### config.mk
export PLATFORM = sky130hd
export DESIGN_NAME = ifu2dec_buf
export DESIGN_NICKNAME = d
export VERILOG_FILES = /design/src/rtl/ifu2dec_buf.sv
export SDC_FILE = /design/constraint.sdc
export NUM_CORES = 1
export LEC_CHECK = 0
export ABC_CLOCK_PERIOD_IN_PS = 2350
export CAP_MARGIN = 5
export CORE_ASPECT_RATIO = 1.75
export CORE_MARGIN = 2
export CORE_UTILIZATION = 52
export DETAILED_ROUTE_END_ITERATION = 12
export DONT_BUFFER_PORTS = 1
export PLACE_DENSITY = 0.67
export SLEW_MARGIN = 15
export SYNTH_ARGS = -nofsm -noshare
export SYNTH_HDL_FRONTEND = slang
export SYNTH_SLANG_ARGS = --single-unit
### constraint.sdc
create_clock -name clk -period 2.35 [get_ports clk]
set_clock_uncertainty 0.05 [all_clocks]
set_input_delay 0.235 -clock clk [delete_from_list [all_inputs] [get_ports clk]]
set_output_delay 0.235 -clock clk [all_outputs]
set_load 0.05 [all_outputs]
### src/rtl/ifu2dec_buf.sv
// ifu2dec_buf: fetch-to-decode packet FIFO, flushed on pipeline redirect
module ifu2dec_buf #(
    parameter int DEPTH = 2,
    parameter int AW    = 32,
    parameter int IW    = 32
) (
    input  logic                     clk,
    input  logic                     rst,
    input  logic                     if2dec_vld_i,
    output logic                     if2dec_rdy_i,
    input  logic [AW-1:0]            if2dec_pc_i,
    input  logic [IW-1:0]            if2dec_instr_i,
    input  logic                     if2dec_prdt_taken_i,
    input  logic                     if2dec_buserr_i,
    output logic                     if2dec_vld_o,
    input  logic                     if2dec_rdy_o,
    output logic [AW-1:0]            if2dec_pc_o,
    output logic [IW-1:0]            if2dec_instr_o,
    output logic                     if2dec_prdt_taken_o,
    output logic                     if2dec_buserr_o,
    output logic [$clog2(DEPTH):0]   if2dec_cnt_o,
    input  logic                     jump_flag_i
);
    localparam int PW = $clog2(DEPTH);
    localparam int CW = PW + 1;
    logic [AW-1:0] pc_q    [DEPTH];
    logic [IW-1:0] instr_q [DEPTH];
    logic          pt_q    [DEPTH];
    logic          be_q    [DEPTH];
    logic [PW-1:0] wr_ptr, rd_ptr;
    logic [CW-1:0] cnt;
    logic          push, pop;
    assign if2dec_rdy_i        = cnt != CW'(DEPTH);
    assign if2dec_vld_o        = cnt != '0;
    assign push                = if2dec_vld_i & if2dec_rdy_i;
    assign pop                 = if2dec_vld_o & if2dec_rdy_o;
    assign if2dec_cnt_o        = cnt;
    assign if2dec_pc_o         = if2dec_vld_o ? pc_q[rd_ptr]    : '0;
    assign if2dec_instr_o      = if2dec_vld_o ? instr_q[rd_ptr] : '0;
    assign if2dec_prdt_taken_o = if2dec_vld_o ? pt_q[rd_ptr]    : 1'b0;
    assign if2dec_buserr_o     = if2dec_vld_o ? be_q[rd_ptr]    : 1'b0;
    always_ff @(posedge clk or negedge rst) begin
        if (!rst) begin
            wr_ptr <= '0;
            rd_ptr <= '0;
            cnt    <= '0;
            for (int i = 0; i < DEPTH; i++) begin
                pc_q[i]    <= '0;
                instr_q[i] <= '0;
                pt_q[i]    <= 1'b0;
                be_q[i]    <= 1'b0;
            end
        end else if (jump_flag_i) begin
            wr_ptr <= '0;
            rd_ptr <= '0;
            cnt    <= '0;
        end else begin
            if (push) begin
                pc_q[wr_ptr]    <= if2dec_pc_i;
                instr_q[wr_ptr] <= if2dec_instr_i;
                pt_q[wr_ptr]    <= if2dec_prdt_taken_i;
                be_q[wr_ptr]    <= if2dec_buserr_i;
                wr_ptr          <= wr_ptr + 1'b1;
            end
            if (pop) rd_ptr <= rd_ptr + 1'b1;
            cnt <= cnt + CW'(push) - CW'(pop);
        end
    end
endmodule
# Yosys cells after proc, flatten, opt, wreduce, memory -nomap -nowiden
# Cells that the tools add are included.
# classes
n_addsub,4
n_lt_le_gt_ge,3
eq_ne,1
muxes,29
bitwise_logic,5
n_reduce_logical,5
# ops
op,n
$mux W32,9
$bwmux W64,2
$demux W32 S1,1
$mux W1,13
$reduce_bool A2 Y1,3
$bwmux W2,2
$ge A2 B2 Y1 const B,2
$not A1 Y2,2
$add A1 B1 Y1 const B,2
$add A2 B1 Y2,1
$and A1 B1 Y1,2
$lt A2 B1 Y1 const B,1
$mux W2,1
$ne A2 B2 Y1 const B,1
$reduce_and A2 Y1,1
$sub A2 B1 Y2,1
$demux W1 S1,1
$logic_and A1 B1 Y1,1
$not A1 Y1,1
# totals
ff_bits,136
word_cells,58

# Logic depth before layout (Yosys ltp)
# Gate-level depths: netlist of the first run.
# depth
depth_word,6
depth_mapped,9
mapped_depth_nobuf,9

# Worst setup path before layout of the first run
# Ideal clock, no wire load.
# synth_path
kind,register -> output
from,reg cnt[0] (netlist: if2dec_cnt_o[0])
to,out if2dec_instr_o[10]
t_arrival_ps,1949
required_time_ps,2065
slack_ps,116
stages_incl_launch_ff,5
path_buffers,2
cell_sequence,dfrtp_1 nor2_1 clkbuf_1 buf_1 nor2_1
# synth_via
elab_chain_len,2
# synth_lines
element,line,rtl
from (decl),31,logic [CW-1:0] cnt;
from (signal assigned),66,cnt <= cnt + CW'(push) - CW'(pop);
$reduce_bool A2 Y1,34,assign if2dec_vld_o = cnt != '0;
$mux W32,39,assign if2dec_instr_o = if2dec_vld_o ? instr_q[rd_ptr] : '0;
to (decl),18,"output logic [IW-1:0] if2dec_instr_o,"
# Every way passes these cells.

# Worst setup path after layout of the first run
# layout_path
from,reg rd_ptr
to,out if2dec_pc_o[30]
# layout_via
elab_chain_len,5
# layout_lines
element,line,rtl
from (decl),30,"logic [PW-1:0] wr_ptr, rd_ptr;"
from (signal assigned),65,if (pop) rd_ptr <= rd_ptr + 1'b1;
$not A1 Y2 (not written as such),38,assign if2dec_pc_o = if2dec_vld_o ? pc_q[rd_ptr] : '0;
$mux W32 (not written as such) (3 in a row),38,
$mux W32,38,
to (decl),17,"output logic [AW-1:0] if2dec_pc_o,"
# Every way passes these cells. The select of a mux whose other input is x is not followed.

==> results.md, run 1 <==
* Share of layout cells above drive strength 1 at 27.5%
* Cell-internal power at 7.38 mW
* Seq. cell area at ~0.0034 mm^2
* FILL cells at 826
* Hold Vio Cnt, Final at 136
* Vias in the first global route at 4,385
* CP max FO at 24
* Total track usage at 20.4%
* Netlist cell types at 24
* Layout area overhead at 30.7%
* Switching share of power at between 40 and 50%
* Routed Antenna Nets at 0
* DRT iter0 DRCs at 97
* Multi-input gate area at 0.00254 mm^2
* Fmax at ~0.47 GHz
* Cell Rows at 52
* Chip Width at 86.1 um
* Diodes inserted at 0
* Post-synthesis mux area share at 35.0%
* Compound-Gate Fraction of Synth Area at less than 1%
* Final setup vio count at 0
* Power Density at 1620 mW/mm^2
* Final Power at roughly 13 mW
* Post-Syn Area at 0.00614 mm^2
* Clock sink count at 136
* Final global-route overflow total at 0
* Die area at around 0.013 mm^2
* Final Wtd Congestion at 0.700
* Placed cell areas at 0.00678 mm^2
* Mapped Nets at 525
* Max cap viols at 0
* Worst Setup Path Type: flip-flop to primary output
* Power share of the clock group at 19.4%
* CTS HTree Levels at 4
* Clock latency on the worst-skew pair at 0.41 ns
* Port bufs at 0
* Post-DP HPWL at between 7000 and 8000 um
* I/O pins at 141
* Synth Warn # at 0
* Fin crit share at 91.2%
* Failing checks: negative hold slack
* Switching Power at 5.58 mW
* Slew margin rel. at 72.1%
* Post-synth top area cell: dfrtp_1
* Die H at 148 um
* DR WL/cell at approximately 17 um
* CTS tree: yes
* Leakage power figure at 3.53 nW
* Clock Tree Buf Depth at 2
* Drt first pass iters at 4
* # nets final at approximately 660
* Non-Filler Instances at 732
* Initial antenna violation count at 0
* CP Capture Type: primary output
* WL final at between 10,000 and 15,000 um
* Startpoint Class: flip-flop
* Inst Count DP at around 630
* Adder and majority gate portion of the synthesized area at 0.408%
* Status: complete, but fails checks
* Setup bufs post-CTS at 0
* Largest family of logic cells by synthesized area: multiplexers
* Min Hold Slack at -0.529 ns
* Top cells by area, synth: dfrtp_1 (55%), mux2_1 (15%), mux2i_1 (11%), mux2_2 (9.5%), nor2_1 (4.2%)
* Setup_tns at 0 ns
* Clk slew on worst S/H paths at 0.06 ns
* Tightest Hold Check Type: input port to asynchronous set/reset pin
* Worst-margin pin slew at between 0.4 and 0.5 ns
* Final instance area at 0.00802 mm^2
* VDD IR max at 0.869 mV
* Yosys top cell area share at between 50 and 60%
* Combinational group share of total power at 48.7%
* RSZ-0062 raised after global routing: false
* Avg Inst Size Synth at 13.6 um^2
* Seq/Total Area, Yosys at 55.4%
* Sequential share of power at about a third
* Largest net degree at the start of global routing at 137
* Min cycle time layout at 2.14 ns
* Seq cells post-synth at approximately 140
* Core Area at 0.0115 mm^2
* Root Buffer: clkbuf_16
* Cts repair resizes at 0
* Vias at 3,883
* Slew Limit Fails at 0
* Starting density of the core at 53.3%
* Critical Path AT at around 1.9 ns
* TritonCTS buffer count at 17
* Hold Buf Count CTS at 67
* Drt drc at 0
* Required arrival time at the worst endpoint at 2.07 ns
* Synthesized instance count at around 450
* First-pass GRT wire length at 20,500 um
* Simple logic cell fraction of the synthesized area at between 5 and 6%
* Xor-xnor portion of the synthesized cell area at 0.285%
* Vias per cell at between 5 and 6
==> registers in the layout, summed over array words and instances, names as in the netlist <==
signal,flops
be_q,2
pt_q,2
if2dec_cnt_o,2
rd_ptr,1
wr_ptr,1
instr_q,64
pc_q,64
==> kinds of logic after synthesis <==
family,Yosys count
compound gates,3
xor+xnor,2
fa+ha+maj,2
buf+inv,34
flops,136
mux,198
simple gates,77
==> worst max-delay path, cell delays in order, from the launching register on <==
cell and delay [ns]:
dfrtp_4 0.66, buf_12 0.26, mux2i_1 0.22, nor2_1 0.07, buf_4 0.20
==> metrics by stage <==
stage	worst slack (ns)	util, %
6_report	0.206	69.6
5_1_grt	0.0922	69.6
4_1_cts	0.174	69.6
3_5_place_dp	0.451	58.8
3_3_place_gp	0.545	58.8
2_1_floorplan	0.116	-
==> cell usage in the layout (no fill, tap or decap), drive strengths merged <==
master,synthesis,routed
and2,1,1
xor2,2,2
clkinvlp,0,4
nor3,1,1
ha,2,2
nor2b,2,2
dfrtp,136,136
buf,23,75
dlygate4sd3,0,67
mux2,132,132
a21oi,1,1
bufinv,0,1
o21ai,2,2
nor2,69,69
inv,5,8
mux2i,66,66
nand4b,1,1
clkbuf,6,20
nor4,1,1
nand2,1,1
or3,1,1
clkinv,0,4
==> synthesized netlist by cell type <==
library cell / n
dfrtp_1: 136
mux2_1: 80
nor2_1: 69
mux2i_1: 66
mux2_2: 52
buf_2: 11
buf_6: 8
clkbuf_1: 6
inv_1: 3
buf_1: 2
buf_4: 2
ha_1: 2
inv_2: 2
o21ai_0: 2
xor2_1: 2
a21oi_1: 1
and2_1: 1
nand2_1: 1
nand4b_1: 1
nor2b_1: 1
nor2b_4: 1
nor3_1: 1
nor4_2: 1
or3_1: 1
==> power by group through the flow <==
| stage | clock [mW] | combinational [mW] | sequential (mW) |
|---|---|---|---|
| after global placement | 0 | 6.15 | 4.07 |
| after floorplan | 0 | 4.79 | 3.97 |
| after CTS | 2.58 | 6.38 | 4.13 |
| final | 2.52 | 6.32 | 4.13 |
| after global routing | 2.68 | 6.68 | 4.28 |
| after detailed placement | 0 | 6.26 | 4.17 |
==> final cells by class <==
cell class	count	share of cell area, %
clock buffer	20	5.69
clock inverter	12	1.47
inverter	5	0.234
multi-input combinational	282	31.7
sequential	136	42.5
tap	135	2.11
timing repair buffer	142	16.3
==> per-layer routing <==
| layer | vias to the layer above | part of all wire, % | global-route usage (%) |
|---|---|---|---|
| met5 | - | 0 | 0 |
| met4 | 0 | 1.4 | 7.06 |
| met3 | 13 | 5.1 | 5.86 |
| met2 | 96 | 54 | 36.3 |
| met1 | 1937 | 40 | 23.1 |
| li1 | 1837 | - | - |
==> final timing paths <==
kind / startpoint / slack (ns) / end / depth (start not counted)
setup reg to reg: if2dec_cnt_o[0] / 0.37 / if2dec_cnt_o[1] / 8
setup / recovery: rd_ptr / 0.21 / if2dec_pc_o[30] / 4
min in group clk: if2dec_vld_i / 0.04 / wr_ptr / 3
hold / removal: rst / -0.53 / instr_q[40] / 0
max in group asynchronous: rst / 2.60 / pc_q[42] / 0
hold reg to reg: pc_q[49] / 0.43 / pc_q[49] / 1
Power figures use the tool's default switching activity.
==> run 2: changes to the inputs <==
Settings changed: CORE_UTILIZATION 52 to 40, CTS_BUF_LIST set to sky130_fd_sc_hd__clkbuf_16, MAX_ROUTING_LAYER set to met4, PLACE_DENSITY 0.67 to not set.
==> run 2 against run 1 <==
The run still ends with negative hold slack left. Clock power grew 7%. Maximum frequency is essentially flat. Routed wire length grew 7.7%. Non-clock buffer count grew 1. Total power grew 1.5%. Critical path type unchanged. Highest routed layer unchanged.
==> results.md, run 2 (synthesis gave the netlist of run 1 again) <==
* Status: complete, but fails checks
* Failing checks: negative hold slack
* I/O pins at 141 (unchanged)
* Min Hold Slack at -0.528 ns (+0.000816 ns)
* First-pass GRT wire length at 22,300 um (+9.1%)
* Starting density of the core at 41.2% (-12 points)
* CP max FO at 43 (+79%)
* Cell Rows at 59 (+13%)
* Root Buffer: clkbuf_16
* Worst setup startpoint: if2dec_cnt_o[1]
* CTS tree: yes
* Die H at 168 um (+14%)
* Port bufs at 0 (unchanged)
* Commonest non-fill, non-tap cell in the layout: dfrtp_1
* FILL cells at 1,295 (+57%)
* Non-Filler Instances at 781 (+6.7%)
* Vias in the first global route at 4,438 (+1.2%)
* Worst r2r src: if2dec_cnt_o[0]
* Inst Count DP at 682 (+7.7%)
* Min cycle time layout at 2.14 ns (+0.000779 ns)
* Largest net degree at the start of global routing at 137 (unchanged)
* Setup_tns at 0 ns (unchanged)
* Share of layout cells above drive strength 1 at 27.4% (-0.046 points)
* Total track usage at 17.6% (-2.9 points)
* Diodes inserted at 0 (unchanged)
* Final setup vio count at 0 (unchanged)
* # nets final at 658 (+0.15%)
* Leakage power figure at 3.54 nW (+0.36%)
* Routed Antenna Nets at 0 (unchanged)
* Slew margin rel. at 71.7% (-0.37 points)
* Final instance area at 0.00811 mm^2 (+1.1%)
* Clock latency on the worst-skew pair at 0.40 ns (about the same)
* DRT iter0 DRCs at 117 (+21%)
* Setup bufs post-CTS at 0 (unchanged)
* Tightest Hold Check Type: input port to asynchronous set/reset pin
* TritonCTS buffer count at 17 (unchanged)
* Drt drc at 0 (unchanged)
* Post-DP HPWL at 8220 um (+6.4%)
* Worst-margin pin slew at 0.424 ns (+0.00556 ns)
* CP Capture Type: primary output
* Clock Tree Buf Depth at 2 (unchanged)
* Startpoint Class: flip-flop
* Clk slew on worst S/H paths at 0.06 ns (about the same)
* Vias at 4,017 (+3.5%)
* Final Wtd Congestion at 0.725 (+3.6%)
* Placed cell areas at 0.00683 mm^2 (+0.81%)
* Max cap viols at 0 (unchanged)
* VDD IR max at 1.22 mV (+40%)
* Fmax at 0.466 GHz (about the same)
* Initial antenna violation count at 0 (unchanged)
* Drt first pass iters at 4 (unchanged)
* Hold Vio Cnt, Final at 136 (unchanged)
* Commonest non-fill, non-tap cells in the layout: dfrtp_1 (135), mux2_1 (80), buf_4 (70)
* Register-to-Register Path Depth at 8 (unchanged)
* Layout area overhead at 32.0%
* RSZ-0062 raised after global routing: false
* Required arrival time at the worst endpoint at 2.07 ns (about the same)
* Slew Limit Fails at 0 (unchanged)
* Vias per cell at 5.14 (-3.0%)
* WL final at 13,200 um (+7.7%)
* Final core utilization at 54.4% (-15 points)
* Critical Path AT at 1.86 ns (about the same)
* Fin crit share at 91.3% (about the same)
* Worst Setup Path Type: flip-flop to primary output
* Power Density at 1620 mW/mm^2 (+0.41%)
* Hold Buf Count CTS at 67 (unchanged)
* Chip Width at 97.6 um (+13%)
* Core Area at 0.0149 mm^2 (+29%)
* CTS HTree Levels at 4 (unchanged)
* Die area at 0.0164 mm^2 (+29%)
* Final global-route overflow total at 0 (unchanged)
* DR WL/cell at 16.9 um (+0.94%)
* Clock sink count at 136 (unchanged)
* Top flop regs: instr_q (64), pc_q (64)
[run 2: changes by cell type in the layout (fill, tap and decap cells not counted)]
cell | before | now
inv_6 | 3 | 4
clkbuf_1 | 1 | 0
buf_12 | 6 | 5
clkinvlp_4 | 4 | 5
inv_1 | 3 | 4
clkinv_4 | 3 | 0
bufinv_16 | 1 | 3
buf_4 | 69 | 70
buf_6 | 0 | 1
clkbuf_8 | 2 | 0
clkinv_1 | 0 | 1
[run 2: final cells by class]
class | instances | area [um^2] | area share (%)
Sequential cell | 136 | 3410 | 42.0
Multi-Input combinational cell | 282 | 2540 | 31.4
Timing Repair Buffer | 143 | 1310 | 16.1
Clock buffer | 17 | 425 | 5.25
Tap cell | 183 | 229 | 2.82
Clock inverter | 15 | 175 | 2.16
Inverter | 5 | 18.8 | 0.232
[run 2: repair_timing]
action | 4_1_cts | 5_1_grt
hold endpoints to repair | 272 | 136
resized for setup | 0 | 1
setup endpoints to repair | 0 | 7
[run 2: metal layers]
metal  global-route usage, %  part of all wire (%)  vias to the layer above
li1                        -                     -                     1829
met1                    19.6                    39                     2064
met2                    30.4                    55                       98
met3                    3.15                   3.0                       26
met4                    8.27                   3.2                        0
met5                       -                     0                        -
[run 2: worst paths after layout]
check | slack (ns) | to
setup reg to reg | 0.36 | if2dec_cnt_o[1]
setup / recovery | 0.21 | if2dec_instr_o[23]
max in group asynchronous | 2.48 | instr_q[55]
hold / removal | -0.53 | pc_q[60]
min in group clk | 0.04 | wr_ptr
hold reg to reg | 0.43 | instr_q[55]
[run 2: power breakdown]
group / internal (mW) / total [mW] / switching (mW)
clock network: 1.67 / 2.69 / 1.02
registers: 3.49 / 4.06 / 0.569
logic: 2.36 / 6.40 / 4.05
total: 7.52 / 13.2 / 5.63
[run 2: per-stage QoR]
step                      setup WS (ns)  total power [mW]  hold slack, ns
after floorplan                   0.116              8.75          -0.111
after global placement            0.538              10.2          -0.108
after detailed placement          0.357              10.5          -0.108
after CTS                        0.0167              13.3          -0.558
after global routing              0.109              13.9          -0.556
final                             0.205              13.2          -0.528
[run 2: worst max-delay path, stage by stage, from the launching register on]
cell,delay (ns)
dfrtp_1,0.40
buf_4,0.21
nor2_4,0.14
buf_6,0.32
nor2_1,0.13
buf_4,0.21
